File: src/rtl/disp_pkg.sv
// Shared types and constants for the multiplexed display scan controller.
package disp_pkg;

  typedef enum logic [1:0] {
    IDLE  = 2'd0,
    GUARD = 2'd1,
    SHOW  = 2'd2
  } state_e;

  localparam int MAX_DIG = 8;
  localparam int BCD_W   = 4;

endpackage

File: src/rtl/disp_slot_timer.sv
// Slot cycle counter: counts up while enabled, flags the programmed last count,
// and restarts from zero on a synchronous clear.
module disp_slot_timer #(
  parameter int CNT_W = 4
) (
  input  logic             clk,
  input  logic             rst,
  input  logic             i_clr,
  input  logic             i_en,
  input  logic [CNT_W-1:0] i_last,
  output logic [CNT_W-1:0] o_cnt,
  output logic             o_tc
);

  logic [CNT_W-1:0] r_cnt;

  always_ff @(posedge clk or negedge rst) begin
    if (!rst) begin
      r_cnt <= '0;
    end else if (i_clr) begin
      r_cnt <= '0;
    end else if (i_en) begin
      r_cnt <= r_cnt + CNT_W'(1);
    end
  end

  assign o_cnt = r_cnt;
  assign o_tc  = (r_cnt == i_last);

endmodule

File: src/rtl/disp_scan_ctrl.sv
// Multiplexed 7-segment digit scanner with guard/show slots and a double-buffered frame.
// Optional build macro DISP_LEADING_ZERO_BLANK_EN suppresses leading-zero digits.
module disp_scan_ctrl
  import disp_pkg::*;
#(
  parameter int NDIG      = 8,
  parameter int SHOW_CYC  = 1000,
  parameter int GUARD_CYC = 16
) (
  input  logic                    clk,
  input  logic                    rst,
  input  logic                    st,
  input  logic                    upd_valid,
  input  logic [NDIG*BCD_W-1:0]   upd_data,
  input  logic [NDIG-1:0]         upd_blank,
  output logic                    upd_ready,
  output logic [BCD_W-1:0]        num,
  output logic [MAX_DIG-1:0]      dig,
  output logic                    frame_done
);

  localparam int CNT_MAX = (SHOW_CYC > GUARD_CYC) ? SHOW_CYC : GUARD_CYC;
  localparam int CNT_W   = (CNT_MAX > 1) ? $clog2(CNT_MAX) : 1;
  localparam int IDX_W   = $clog2(NDIG);

  state_e                  r_state;
  logic [IDX_W-1:0]        r_idx;
  logic [NDIG*BCD_W-1:0]   r_act_data;
  logic [NDIG-1:0]         r_act_blank;
  logic [NDIG*BCD_W-1:0]   r_pend_data;
  logic [NDIG-1:0]         r_pend_blank;
  logic                    r_pend_vld;
  logic                    r_upd_ready;
  logic [BCD_W-1:0]        r_num;
  logic [MAX_DIG-1:0]      r_dig;
  logic                    r_frame_done;

  state_e                  w_state_nxt;
  logic [IDX_W-1:0]        w_idx_nxt;
  logic [NDIG*BCD_W-1:0]   w_act_data_nxt;
  logic [NDIG-1:0]         w_act_blank_nxt;
  logic [NDIG-1:0]         w_blank_eff;
  logic [NDIG-1:0]         w_blank_sh;
  logic                    w_pend_vld_nxt;
  logic                    w_frame_end;
  logic                    w_xfer;
  logic                    w_apply;
  logic                    w_cnt_clr;
  logic [CNT_W-1:0]        w_cnt;
  logic [CNT_W-1:0]        w_cnt_last;
  logic                    w_tc;
  logic [MAX_DIG-1:0]      w_dig_nxt;
  logic [BCD_W-1:0]        w_num_nxt;

  disp_slot_timer #(
    .CNT_W (CNT_W)
  ) u_slot_timer (
    .clk    (clk),
    .rst    (rst),
    .i_clr  (w_cnt_clr),
    .i_en   (1'b1),
    .i_last (w_cnt_last),
    .o_cnt  (w_cnt),
    .o_tc   (w_tc)
  );

  assign w_cnt_last = (r_state == GUARD) ? CNT_W'(GUARD_CYC - 1) : CNT_W'(SHOW_CYC - 1);
  assign w_cnt_clr  = !st || (r_state == IDLE) || w_tc;
  assign w_xfer     = upd_valid && r_upd_ready;

  always_comb begin
    w_state_nxt = r_state;
    w_idx_nxt   = r_idx;
    w_frame_end = 1'b0;
    if (!st) begin
      w_state_nxt = IDLE;
      w_idx_nxt   = '0;
    end else begin
      case (r_state)
        IDLE: begin
          w_state_nxt = GUARD;
          w_idx_nxt   = '0;
        end
        GUARD: begin
          if (w_tc) w_state_nxt = SHOW;
        end
        SHOW: begin
          if (w_tc) begin
            w_state_nxt = GUARD;
            if (r_idx == IDX_W'(NDIG - 1)) begin
              w_idx_nxt   = '0;
              w_frame_end = 1'b1;
            end else begin
              w_idx_nxt = r_idx + IDX_W'(1);
            end
          end
        end
        default: begin
          w_state_nxt = IDLE;
          w_idx_nxt   = '0;
        end
      endcase
    end
  end

  // Frame buffering: IDLE loads straight into the active frame, otherwise
  // the offer waits in pending until the next frame boundary.
  assign w_apply = w_frame_end && r_pend_vld;

  always_comb begin
    w_act_data_nxt  = r_act_data;
    w_act_blank_nxt = r_act_blank;
    w_pend_vld_nxt  = r_pend_vld;
    if (w_xfer && (r_state == IDLE)) begin
      w_act_data_nxt  = upd_data;
      w_act_blank_nxt = upd_blank;
    end else if (w_apply) begin
      w_act_data_nxt  = r_pend_data;
      w_act_blank_nxt = r_pend_blank;
    end
    if (w_apply) w_pend_vld_nxt = 1'b0;
    if (w_xfer && (r_state != IDLE)) w_pend_vld_nxt = 1'b1;
  end

`ifdef DISP_LEADING_ZERO_BLANK_EN
  function automatic logic [NDIG-1:0] lz_mask(input logic [NDIG*BCD_W-1:0] d);
    logic hi_zero;
    lz_mask = '0;
    hi_zero = 1'b1;
    for (int k = NDIG - 1; k > 0; k--) begin
      hi_zero    = hi_zero && (d[BCD_W*k +: BCD_W] == '0);
      lz_mask[k] = hi_zero;
    end
  endfunction

  assign w_blank_eff = w_act_blank_nxt | lz_mask(w_act_data_nxt);
`else
  assign w_blank_eff = w_act_blank_nxt;
`endif

  // Outputs are precomputed from next-state values so the registered
  // dig/num line up with the state they describe.
  always_comb begin
    w_dig_nxt  = '0;
    w_num_nxt  = '0;
    w_blank_sh = w_blank_eff >> w_idx_nxt;
    if (w_state_nxt != IDLE) begin
      w_num_nxt = w_act_data_nxt[{w_idx_nxt, 2'b00} +: BCD_W];
    end
    if ((w_state_nxt == SHOW) && !w_blank_sh[0]) begin
      w_dig_nxt = MAX_DIG'(1) << w_idx_nxt;
    end
  end

  always_ff @(posedge clk or negedge rst) begin
    if (!rst) begin
      r_state      <= IDLE;
      r_idx        <= '0;
      r_act_data   <= '0;
      r_act_blank  <= '1;
      r_pend_vld   <= 1'b0;
      r_upd_ready  <= 1'b0;
      r_num        <= '0;
      r_dig        <= '0;
      r_frame_done <= 1'b0;
    end else begin
      r_state      <= w_state_nxt;
      r_idx        <= w_idx_nxt;
      r_act_data   <= w_act_data_nxt;
      r_act_blank  <= w_act_blank_nxt;
      r_pend_vld   <= w_pend_vld_nxt;
      r_upd_ready  <= !w_pend_vld_nxt;
      r_num        <= w_num_nxt;
      r_dig        <= w_dig_nxt;
      r_frame_done <= w_frame_end;
    end
  end

  always_ff @(posedge clk) begin
    if (w_xfer && (r_state != IDLE)) begin
      r_pend_data  <= upd_data;
      r_pend_blank <= upd_blank;
    end
  end

  assign upd_ready  = r_upd_ready;
  assign num        = r_num;
  assign dig        = r_dig;
  assign frame_done = r_frame_done;

endmodule

File: config.mk
export PLATFORM = sky130hd
export DESIGN_NAME = disp_scan_ctrl
export DESIGN_NICKNAME = d
export VERILOG_FILES = /design/src/rtl/disp_pkg.sv /design/src/rtl/disp_slot_timer.sv /design/src/rtl/disp_scan_ctrl.sv
export SDC_FILE = /design/constraint.sdc
export NUM_CORES = 1
export LEC_CHECK = 0
export BUFFER_PORTS_ARGS = -buffer_cell sky130_fd_sc_hd__buf_2
export CAP_MARGIN = 20
export CORE_MARGIN = 2
export CORE_UTILIZATION = 30
export CTS_CLUSTER_DIAMETER = 50
export DETAILED_ROUTE_END_ITERATION = 12
export GPL_TIMING_DRIVEN = 0
export PLACE_DENSITY = 0.53
export SLEW_MARGIN = 25
export SYNTH_ARGS = -nofsm -noshare
export SYNTH_HDL_FRONTEND = slang
export SYNTH_SLANG_ARGS = --single-unit
File: constraint.sdc
create_clock -name clk -period 4.75 [get_ports clk]
set_input_delay 0 -clock clk [delete_from_list [all_inputs] [get_ports clk]]
set_output_delay 0 -clock clk [all_outputs]
set_load 0.03 [all_outputs]
==> flow_results.xml <==
<?xml version="1.0" encoding="UTF-8"?>
<metrics>
  <group name="critical_path">
    <metric name="critical_path_class" unit="">reg -&gt; reg</metric>
    <metric name="crit_fanout" unit="">10</metric>
    <metric name="critical_path.n_buffers_inverters" unit="">3</metric>
    <metric name="critical-path-top-cell-by-count" unit="">sky130_fd_sc_hd__clkbuf_1</metric>
    <metric name="worstSetupEndpointType" unit="">register</metric>
    <metric name="cp.required" unit="ns">4.97</metric>
    <metric name="critical_path.slowest_cell" unit="">sky130_fd_sc_hd__clkbuf_1</metric>
    <metric name="slowest_stage_delay_on_critical_path" unit="ns">0.51</metric>
    <metric name="register_to_register_setup_slack" unit="ns">1.55</metric>
    <metric name="cp_data_arrival_time" unit="ns">3.43</metric>
    <metric name="timing.critical_path.from_type" unit="">register</metric>
    <metric name="crit_path_cell_trace" unit="">inv_1 &gt; ha_1 &gt; clkbuf_1 &gt; nor3_1 &gt; o2111ai_1 &gt; clkbuf_1 &gt; mux2i_1 &gt; a211oi_1 &gt; a2111oi_0 &gt; o21ai_0</metric>
    <metric name="kind_of_cell_adding_the_most_delay_to_the_critical_path" unit="">compound AO/OA/AOI/OAI gates</metric>
  </group>
  <group name="grt">
    <metric name="first_global_vias" unit="">3720</metric>
    <metric name="grt_antenna_before_repair" unit="">0</metric>
    <metric name="grt_overflow" unit="">0</metric>
    <metric name="grt_use_total" unit="">0.1521</metric>
    <metric name="grt_start_max_net_pins" unit="">37</metric>
    <metric name="global_route_wire_length_before_repair" unit="mm">19.18</metric>
  </group>
  <group name="route">
    <metric name="dr.pass1.iters" unit="">4</metric>
    <metric name="first_iter_violations" unit="">159</metric>
    <metric name="postRouteWirelength" unit="mm">12.11</metric>
    <metric name="post-route-drc-count" unit="">0</metric>
    <metric name="avgViaCountPerCell" unit="">4.738</metric>
    <metric name="num_vias" unit="">3587</metric>
    <metric name="antenna_left" unit="">0</metric>
    <metric name="wl_per_cell" unit="µm">15.99</metric>
  </group>
  <group name="synthesis">
    <metric name="synth-edff-count" unit="">40</metric>
    <metric name="post_synth_instance_area" unit="µm²">4721</metric>
    <metric name="synthArstFlopShare" unit="">0.6364</metric>
    <metric name="syn_avg_cell_area" unit="µm²">10.95</metric>
    <metric name="netlist_instances" unit="">431</metric>
    <metric name="synth-seq-area-share" unit="">0.6276</metric>
    <metric name="synth_warnings" unit="">0</metric>
    <metric name="syn_nets" unit="">482</metric>
    <metric name="synth.lib_cells_used.distinct" unit="">54</metric>
    <metric name="synth_top_flop_cell" unit="">sky130_fd_sc_hd__dfrtp_1</metric>
    <metric name="synth_seq_cells" unit="">110</metric>
  </group>
  <group name="clocking">
    <metric name="clock_network_latency_to_the_later_pin_of_the_worst_skew_pair" unit="ns">0.36</metric>
    <metric name="cts.reportedPaths.clkPinSlew" unit="ns">0.07</metric>
    <metric name="ctsLongestPathBuffers" unit="">2</metric>
    <metric name="cts_root_buffer" unit="">sky130_fd_sc_hd__clkbuf_16</metric>
    <metric name="cts_tree" unit="">yes</metric>
    <metric name="cts-buffers-inserted" unit="">9</metric>
    <metric name="clock_sink_count" unit="">110</metric>
    <metric name="cts_setup_buffers" unit="">0</metric>
    <metric name="clock_tree.htree_level_count" unit="">3</metric>
  </group>
  <group name="finish">
    <metric name="most_used_cells_in_the_layout_excluding_fill_and_tap_cells" unit="">sky130_fd_sc_hd__nand2_1, sky130_fd_sc_hd__nor2_1, sky130_fd_sc_hd__buf_2, sky130_fd_sc_hd__dfrtp_1, sky130_fd_sc_hd__dlygate4sd3_1</metric>
    <metric name="antenna_cells_inserted" unit="">0</metric>
    <metric name="final-instance-count-excl-fill" unit="">757</metric>
    <metric name="nets" unit="">592</metric>
    <metric name="fillCellCount" unit="">1557</metric>
    <metric name="most_common_library_cell_in_the_layout_ignoring_fill_and_taps" unit="">sky130_fd_sc_hd__nand2_1</metric>
    <metric name="final_layout_size_suffix_gt1_frac" unit="">0.1777</metric>
    <metric name="area.growth.synth_to_final" unit="%">27.96</metric>
  </group>
  <group name="timing">
    <metric name="postLayoutSetupSlackWorst" unit="ns">1.547</metric>
    <metric name="unrepaired_setup_endpoints_after_global_routing" unit="">false</metric>
    <metric name="setup-violations-final" unit="">0</metric>
    <metric name="fin_worst_skew" unit="ns">0.005786</metric>
    <metric name="finalHoldViolCount" unit="">0</metric>
    <metric name="worst_slew_pin_slew" unit="ns">0.7188</metric>
    <metric name="setup_total_negative_slack" unit="ns">0</metric>
    <metric name="layout_worst_path_cycle_share" unit="">0.6743</metric>
    <metric name="max_freq" unit="MHz">312.2</metric>
    <metric name="slew_violations" unit="">0</metric>
    <metric name="min_period" unit="ns">3.203</metric>
    <metric name="slew_headroom" unit="">0.5197</metric>
  </group>
  <group name="power">
    <metric name="total_power_divided_by_cell_area" unit="nW/µm²">398.8</metric>
    <metric name="vdd_drop_max" unit="V">0.0001689</metric>
    <metric name="static-leakage-power" unit="nW">2.517</metric>
    <metric name="power.total" unit="mW">2.409</metric>
  </group>
  <group name="placed_design">
    <metric name="gpl.final_weighted_congestion" unit="">0.8119</metric>
    <metric name="dpl_worst_slack" unit="ns">1.554</metric>
    <metric name="io_buffer_count" unit="">56</metric>
    <metric name="detailedPlacementHpwl" unit="mm">8.372</metric>
    <metric name="numPlacedInstances" unit="">700</metric>
  </group>
  <group name="floorplan">
    <metric name="pin_count" unit="">58</metric>
    <metric name="floorplan.die.width" unit="µm">129.4</metric>
    <metric name="die_area" unit="µm²">16750</metric>
    <metric name="die_h" unit="µm">129.4</metric>
    <metric name="placementRows" unit="">45</metric>
    <metric name="floorplan.initialDensity" unit="">0.3083</metric>
    <metric name="design.core.area" unit="µm²">15310</metric>
  </group>
  <group name="worst_hold_path">
    <metric name="min_path_type" unit="">in -&gt; reg</metric>
  </group>
  <group name="outcome">
    <metric name="outcome" unit="">completed</metric>
  </group>
  <group name="job">
    <metric name="maxCapViolations" unit="">0</metric>
  </group>
</metrics>
## repair_timing
action | 4_1_cts | 5_1_grt
hold endpoints to repair | 114 | 0
gates resized for setup | 0 | 0
hold buffers | 41 | 0
endpoints found under the setup margin | 0 | 0
## per-layer routing
| layer | global-route usage | routed length, µm | vias up | part of all wire |
|---|---|---|---|---|
| met5 | 0 | 0 | - | 0 |
| met4 | 0.05693 | 282 | 0 | 0.023 |
| met3 | 0.04170 | 430 | 17 | 0.036 |
| met2 | 0.2585 | 5884 | 60 | 0.49 |
| met1 | 0.1852 | 5507 | 1759 | 0.45 |
| li1 | - | - | 1751 | - |
## final cells by class
class	count	area, µm²	share of cell area
Multi-Input combinational cell	292	1639	0.2713
Timing Repair Buffer	99	740.7	0.1226
Clock inverter	6	68.82	0.01139
Tap cell	211	264.0	0.04370
Clock buffer	10	239.0	0.03956
Inverter	7	26.28	0.004350
Sequential cell	110	2963	0.4905
Buffer	22	100.1	0.01657
## stage by stage
step                hold WS, ns  instance area (µm²)    util
floorplan               -0.2956                 4721       -
finish                  0.05285                 6041  0.3944
CTS                     0.02441                 6041  0.3944
detailed placement     0.009850                 5323  0.3475
global route            0.08941                 6041  0.3944
global placement         0.1953                 5265  0.3438
## final timing paths
check | startpoint | cells past startpoint | endpoint
hold / removal | st | 3 | r_state[1]$_DFF_PN0_
max in group asynchronous | rst | 3 | r_act_blank[0]$_DFF_PN1_
setup reg to reg | r_state[1]$_DFF_PN0_ | 10 | num[2]$_DFF_PN0_
min in group asynchronous | rst | 2 | u_slot_timer.o_cnt[0]$_DFF_PN0_
hold reg to reg | u_slot_timer.o_cnt[0]$_DFF_PN0_ | 1 | u_slot_timer.o_cnt[0]$_DFF_PN0_
setup / recovery | r_state[1]$_DFF_PN0_ | 10 | num[2]$_DFF_PN0_
## cell families (layout without fill, tap and decap cells)
| kind of cell | after synthesis | in the layout | synth area share |
|---|---|---|---|
| adder cells (fa/ha/maj) | 7 | 7 | 0.01855 |
| AO/OA/AOI/OAI | 84 | 84 | 0.1206 |
| buffers and inverters | 29 | 144 | 0.02677 |
| XOR/XNOR | 8 | 8 | 0.01484 |
| multiplexers | 9 | 9 | 0.01908 |
| flip-flops | 110 | 110 | 0.6276 |
| AND/OR/NAND/NOR | 184 | 184 | 0.1725 |
## worst min-delay path, stage by stage
cell	delay [ns]
sky130_fd_sc_hd__clkbuf_1	0.18
sky130_fd_sc_hd__nand2_1	0.13
sky130_fd_sc_hd__a21oi_1	0.05
## cell usage after synthesis, types with 3 or more instances
| library cell | count | area (µm²) |
|---|---|---|
| sky130_fd_sc_hd__nand2_1 | 76 | 285.3 |
| sky130_fd_sc_hd__nor2_1 | 66 | 247.7 |
| sky130_fd_sc_hd__dfrtp_1 | 62 | 1551 |
| sky130_fd_sc_hd__edfxtp_1 | 40 | 1201 |
| sky130_fd_sc_hd__a31oi_1 | 33 | 206.5 |
| sky130_fd_sc_hd__clkbuf_1 | 13 | 48.80 |
| sky130_fd_sc_hd__o21ai_0 | 13 | 65.06 |
| sky130_fd_sc_hd__mux2i_1 | 9 | 90.09 |
| sky130_fd_sc_hd__buf_2 | 8 | 40.04 |
| sky130_fd_sc_hd__dfstp_2 | 8 | 210.2 |
| sky130_fd_sc_hd__and3_1 | 7 | 43.79 |
| sky130_fd_sc_hd__ha_1 | 7 | 87.58 |
| sky130_fd_sc_hd__inv_1 | 7 | 26.28 |
| sky130_fd_sc_hd__nand3_1 | 7 | 35.03 |
| sky130_fd_sc_hd__a21oi_1 | 6 | 30.03 |
| sky130_fd_sc_hd__nor2b_1 | 6 | 37.54 |
| sky130_fd_sc_hd__o22ai_1 | 6 | 37.54 |
| sky130_fd_sc_hd__a211oi_1 | 4 | 30.03 |
| sky130_fd_sc_hd__xnor2_1 | 4 | 35.03 |
| sky130_fd_sc_hd__xor2_1 | 4 | 35.03 |
| sky130_fd_sc_hd__nor3_1 | 3 | 15.01 |
| sky130_fd_sc_hd__o211ai_1 | 3 | 22.52 |
## flip-flops by register name, indices dropped and copies added, names as in the netlist
| signal | count |
|---|---|
| r_act_data | 32 |
| r_pend_data | 32 |
| u_slot_timer.o_cnt | 10 |
| dig | 8 |
| r_act_blank | 8 |
| r_pend_blank | 8 |
| num | 4 |
| r_idx | 3 |
| r_state | 2 |
| frame_done | 1 |
| r_pend_vld | 1 |
| upd_ready | 1 |
## power breakdown
group | total [mW] | internal [mW] | switching [mW] | leakage (nW)
combinational | 0.396 | 0.168 | 0.228 | 1.18
sequential | 1.23 | 1.19 | 0.0466 | 1.20
clock | 0.780 | 0.427 | 0.352 | 0.145
total | 2.41 | 1.78 | 0.627 | 2.52
Note: power is estimated with default switching activity, not from simulation.
